===== src/rtl/hdmi_reset_sequencer.sv =====
// HDMI bring-up reset sequencer: filters PLL lock, then releases TMDS reset before the game core reset.
// Optional long-press soft reset on BTN is compiled in with `define SOFT_RESET_EN.
module hdmi_reset_sequencer #(
  parameter int unsigned LOCK_FILTER    = 4,
  parameter int unsigned HOLD_CYCLES    = 16,
  parameter int unsigned STAGGER_CYCLES = 8
`ifdef SOFT_RESET_EN
  , parameter int unsigned LONGPRESS_CYCLES = 25000000
`endif
) (
  input  logic       CLK_25MHZ,
  input  logic       RESET,
  input  logic       PLL_LOCKED,
  input  logic       BTN,
  output logic       RESET_TMDS,
  output logic       RESET_GAME,
  output logic       READY,
  output logic [1:0] STATE,
  output logic [7:0] LOSS_CNT
);

  localparam int unsigned FILT_W    = $clog2(LOCK_FILTER + 1);
  localparam int unsigned PHASE_MAX = (HOLD_CYCLES > STAGGER_CYCLES) ? HOLD_CYCLES : STAGGER_CYCLES;
  localparam int unsigned PHASE_W   = $clog2(PHASE_MAX + 1);
  localparam int unsigned LOSS_W    = 8;

  typedef enum logic [1:0] {
    WAIT_LOCK = 2'd0,
    HOLD      = 2'd1,
    TMDS_UP   = 2'd2,
    RUN       = 2'd3
  } state_e;

  state_e              state_q, state_d;
  logic                lock_meta_q, lock_s_q;
  logic [FILT_W-1:0]   filt_q, filt_d;
  logic [PHASE_W-1:0]  phase_q, phase_d;
  logic [LOSS_W-1:0]   loss_q, loss_d;
  logic                tmds_q, tmds_d;
  logic                game_q, game_d;
  logic                ready_q, ready_d;

`ifdef SOFT_RESET_EN
  localparam int unsigned PRESS_W = $clog2(LONGPRESS_CYCLES + 1);

  logic                btn_meta_q, btn_s_q;
  logic [PRESS_W-1:0]  press_q, press_d;
  logic                press_fire_c;

  // Counter saturates, so a held button fires once and re-arms only after a low sample.
  always_comb begin
    press_d = '0;
    if (btn_s_q) begin
      press_d = (press_q == PRESS_W'(LONGPRESS_CYCLES)) ? press_q : press_q + PRESS_W'(1);
    end
  end
  assign press_fire_c = btn_s_q && (press_q == PRESS_W'(LONGPRESS_CYCLES - 1));

  always_ff @(posedge CLK_25MHZ) begin
    if (RESET) begin
      btn_meta_q <= 1'b0;
      btn_s_q    <= 1'b0;
      press_q    <= '0;
    end else begin
      btn_meta_q <= BTN;
      btn_s_q    <= btn_meta_q;
      press_q    <= press_d;
    end
  end
`else
  logic unused_btn;
  assign unused_btn = BTN;
`endif

  // Next-state, counters and output decode of the next state.
  always_comb begin
    state_d = state_q;
    loss_d  = loss_q;
    filt_d  = '0;
    if (lock_s_q) begin
      filt_d = (filt_q == FILT_W'(LOCK_FILTER)) ? filt_q : filt_q + FILT_W'(1);
    end

    case (state_q)
      WAIT_LOCK: begin
        if (filt_d == FILT_W'(LOCK_FILTER)) state_d = HOLD;
      end
      HOLD: begin
        if (!lock_s_q) state_d = WAIT_LOCK;
        else if (phase_q == PHASE_W'(HOLD_CYCLES - 1)) state_d = TMDS_UP;
      end
      TMDS_UP: begin
        if (!lock_s_q) state_d = WAIT_LOCK;
        else if (phase_q == PHASE_W'(STAGGER_CYCLES - 1)) state_d = RUN;
      end
      RUN: begin
        if (!lock_s_q) begin
          state_d = WAIT_LOCK;
          if (loss_q != {LOSS_W{1'b1}}) loss_d = loss_q + LOSS_W'(1);
        end
`ifdef SOFT_RESET_EN
        else if (press_fire_c) state_d = HOLD;
`endif
      end
      default: state_d = WAIT_LOCK;
    endcase

    phase_d = phase_q;
    if (state_d != state_q) phase_d = '0;
    else if (phase_q != PHASE_W'(PHASE_MAX)) phase_d = phase_q + PHASE_W'(1);

    tmds_d  = (state_d == WAIT_LOCK) || (state_d == HOLD);
    game_d  = (state_d != RUN);
    ready_d = (state_d == RUN);
  end

  always_ff @(posedge CLK_25MHZ) begin
    if (RESET) begin
      state_q     <= WAIT_LOCK;
      lock_meta_q <= 1'b0;
      lock_s_q    <= 1'b0;
      filt_q      <= '0;
      phase_q     <= '0;
      loss_q      <= '0;
      tmds_q      <= 1'b1;
      game_q      <= 1'b1;
      ready_q     <= 1'b0;
    end else begin
      state_q     <= state_d;
      lock_meta_q <= PLL_LOCKED;
      lock_s_q    <= lock_meta_q;
      filt_q      <= filt_d;
      phase_q     <= phase_d;
      loss_q      <= loss_d;
      tmds_q      <= tmds_d;
      game_q      <= game_d;
      ready_q     <= ready_d;
    end
  end

  assign RESET_TMDS = tmds_q;
  assign RESET_GAME = game_q;
  assign READY      = ready_q;
  assign STATE      = state_q;
  assign LOSS_CNT   = loss_q;

endmodule


===== config.mk =====
export PLATFORM = sky130hd
export DESIGN_NAME = hdmi_reset_sequencer
export DESIGN_NICKNAME = d
export VERILOG_FILES = /design/src/rtl/hdmi_reset_sequencer.sv
export SDC_FILE = /design/constraint.sdc
export NUM_CORES = 1
export LEC_CHECK = 0
export CAP_MARGIN = 0
export CORE_ASPECT_RATIO = 0.8
export CORE_MARGIN = 2
export CORE_UTILIZATION = 46
export CTS_BUF_LIST = sky130_fd_sc_hd__clkbuf_16
export CTS_CLUSTER_DIAMETER = 30
export DETAILED_ROUTE_END_ITERATION = 12
export PLACE_DENSITY = 0.74
export SYNTH_ARGS = -nofsm -noshare
export SYNTH_HDL_FRONTEND = slang
export SYNTH_SLANG_ARGS = --single-unit

===== constraint.sdc =====
create_clock -name CLK_25MHZ -period 1.85 [get_ports CLK_25MHZ]
set_clock_uncertainty 0.05 [all_clocks]
set_input_delay 0.185 -clock CLK_25MHZ [delete_from_list [all_inputs] [get_ports CLK_25MHZ]]
set_output_delay 0.185 -clock CLK_25MHZ [all_outputs]
set_load 0.01 [all_outputs]

==> reports/metrics.yaml <==
worst-path-buf-inv: 1
synth-edff-count: 0
cts_made_buffers: 3
dpl_cell_area_um2: 1261
ant_nets: 0
place_ws_ns: -0.06347
power_density_nw_per_um2: 742.3
fp-row-count: 15
synth.distinct_cells: 32
multi_input_area_um2: 570.5
ios: 17
start_kind: "flop"
slew_headroom_pct: 67.10
cts_hold_buf: 0
postSynthAreaPerCell_um2: 8.981
yosysTopAreaCellShare_pct: 43.45
syn_nets: 128
hold_ws_ns: 0.3935
cts.sinks: 23
p_leak_nw: 0.5380
path_cells: "inv_2, ha_4, or4b_1, a311o_1, o21ai_4, a211oi_1"
antenna_found_initial: 0
criticalPathCategory: "reg -> reg"
final_util_pct: 62.53
syn_inst: 118
synth-seq-cells: 23
wl_mm: 2.033
first_pass_iters: 4
drtIter0Drc: 21
layout_setup_ws_ns: -0.01126
slowest_stage: "or4b_1"
min_path_type: "reg -> reg"
postCtsSetupBuffers: 0
reg2reg_setup_slack_ns: -0.01
regArea_um2: 462.9
min_period_over_period_pct: 100.6
cp.required_ns: 1.94
gp_congestion: 0.7704
synthTopCellsByArea: "dfxtp_1 43%, ha_1 7.1%, nor2_1 5.0%, xor2_1 4.1%, nor2b_1 3.5%"
overflow: 0
status: "finished with violations"
cp_top_family: "compound AO/OA/AOI/OAI gates"
cts_tree: "yes"
period_needed_ns: 1.861
setup_violations: 5
num_antenna_cells: 0
fmax_mhz: 537.3
coreArea_um2: 2177
die_w_um: 57.67
synthToLayoutAreaGrowth_pct: 28.45
grt_pass1_vias: 798
slew_viol_final: 0
layout.nets: 150
post_drt_wl_per_cell_um: 12.40
rsz0062_at_grt: "true"
dp_hpwl_mm: 1.506
crit_fanout: 5
drc: 0
grt_max_degree: 17
yosys_warnings: 0
failed_checks: "negative setup slack"
synth_area_um2: 1060
grt_first_pass_wirelength_mm: 3.422
end_kind: "flop"
die_y_um: 46.93
cts.path.max_buffers: 2
synth-async-reset-ratio_pct: 0
die_area_um2: 2706
io_buffers: 15
maxCapViolCount: 0
fillCellCount: 188
path_clk_slew_ns: 0.05
synthFlopType: "dfxtp_1"
grt_usage_pct: 17.37
critPathMaxStageDelay_ns: 0.49
vias: 901
ir_drop_mv: 0.7835
tightest_slew_ns: 0.4869
insertion_delay_ns: 0.26
seq_area_frac_synth_pct: 43.45
yosys.area.top_type: "dfxtp_1"
initial_core_util_pct: 48.68
via_per_inst: 5.494
report.final.hold_viol_count: 0
layout-drive-gt1-share_pct: 10.07
fin_area_um2: 1361
cts_max_level: 1
cp.arrival_ns: 1.95
root_buffer: "clkbuf_16"
## cells in the final DEF (no fill, tap or decap), types with 5 or more instances in the layout
cell / netlist / routed
xor2_1: 5 / 5
ha_1: 6 / 5
dfxtp_1: 23 / 21
nor3_1: 7 / 7
nor2b_1: 6 / 6
inv_1: 8 / 8
buf_4: 0 / 5
clkdlybuf4s50_1: 0 / 15
nand2_1: 7 / 7
nor2_1: 14 / 14
## cells in the mapped netlist (2+ instances only)
cell type and n:
dfxtp_1 23, nor2_1 14, inv_1 8, nand2_1 7, nor3_1 7, ha_1 6, nor2b_1 6, xor2_1 5
a211oi_1 4, a21oi_1 4, nand3_1 4, and3_1 3, mux2i_1 3, and3b_1 2, clkbuf_1 2, nand2b_1 2
nand4_1 2, o211ai_1 2
## repair_timing
item	in CTS	in global routing
resized for setup	3	1
pin swaps	8	1
endpoints found under the setup margin	5	6
## worst register-to-register path, stage by stage, from the launching register on
cell      delay, ns
dfxtp_2        0.33
inv_2          0.05
ha_4           0.23
or4b_1         0.49
a311o_1        0.41
o21ai_4        0.12
a211oi_1       0.06
## per-stage QoR
step	instances	total power [mW]	setup TNS (ns)
after floorplan	118	0.5511	0
after global placement	160	0.5626	-0.08954
after detailed placement	160	0.5659	-0.2901
after CTS	164	1.026	-0.1064
after global routing	164	1.045	-0.3761
final	164	1.011	-0.04217
## layer usage
layer	up-vias	share of wire [%]	track usage (%)
li1	450	-	-
met1	421	47	21.53
met2	24	46	27.95
met3	6	4.9	4.959
met4	0	2.2	9.767
met5	-	0	0
## registers in the layout, summed over array words and instances, names as in the netlist
register and cells:
LOSS_CNT 8, READY 1, RESET_GAME 1, RESET_TMDS 1
STATE 2, filt_q 3, lock_meta_q 1, lock_s_q 1
phase_q 5
## cell type report
class | count | share of cell area (%)
clock inverter | 1 | 0.2757
tap | 25 | 2.298
clock buffer | 3 | 5.515
multi-input combinational | 84 | 41.91
inverter | 8 | 2.206
sequential | 23 | 34.01
timing repair buffer | 20 | 13.79
## kinds of logic after synthesis
family	synth area share [%]
flops	43.45
fa+ha+maj	7.084
simple gates	26.68
compound gates	10.39
mux	2.834
buf+inv	4.605
xor+xnor	4.959
## final timing paths
path / start / endpoint / depth (start not counted)
setup reg to reg: filt_q[1]$_SDFF_PP0_ / phase_q[4]$_SDFFE_PP0P_ / 6
hold reg to reg: lock_meta_q$_SDFF_PP0_ / lock_s_q$_SDFF_PP0_ / 1
setup / recovery: filt_q[1]$_SDFF_PP0_ / phase_q[4]$_SDFFE_PP0P_ / 6
hold / removal: lock_meta_q$_SDFF_PP0_ / lock_s_q$_SDFF_PP0_ / 1
## power breakdown
group	total [mW]	leakage (nW)	internal (mW)	switching, mW
sequential	0.513	0.187	0.505	0.00859
clock	0.454	0.0423	0.288	0.166
combinational	0.0430	0.308	0.0223	0.0207
total	1.01	0.538	0.815	0.195
Note: power is estimated with default switching activity, not from simulation.
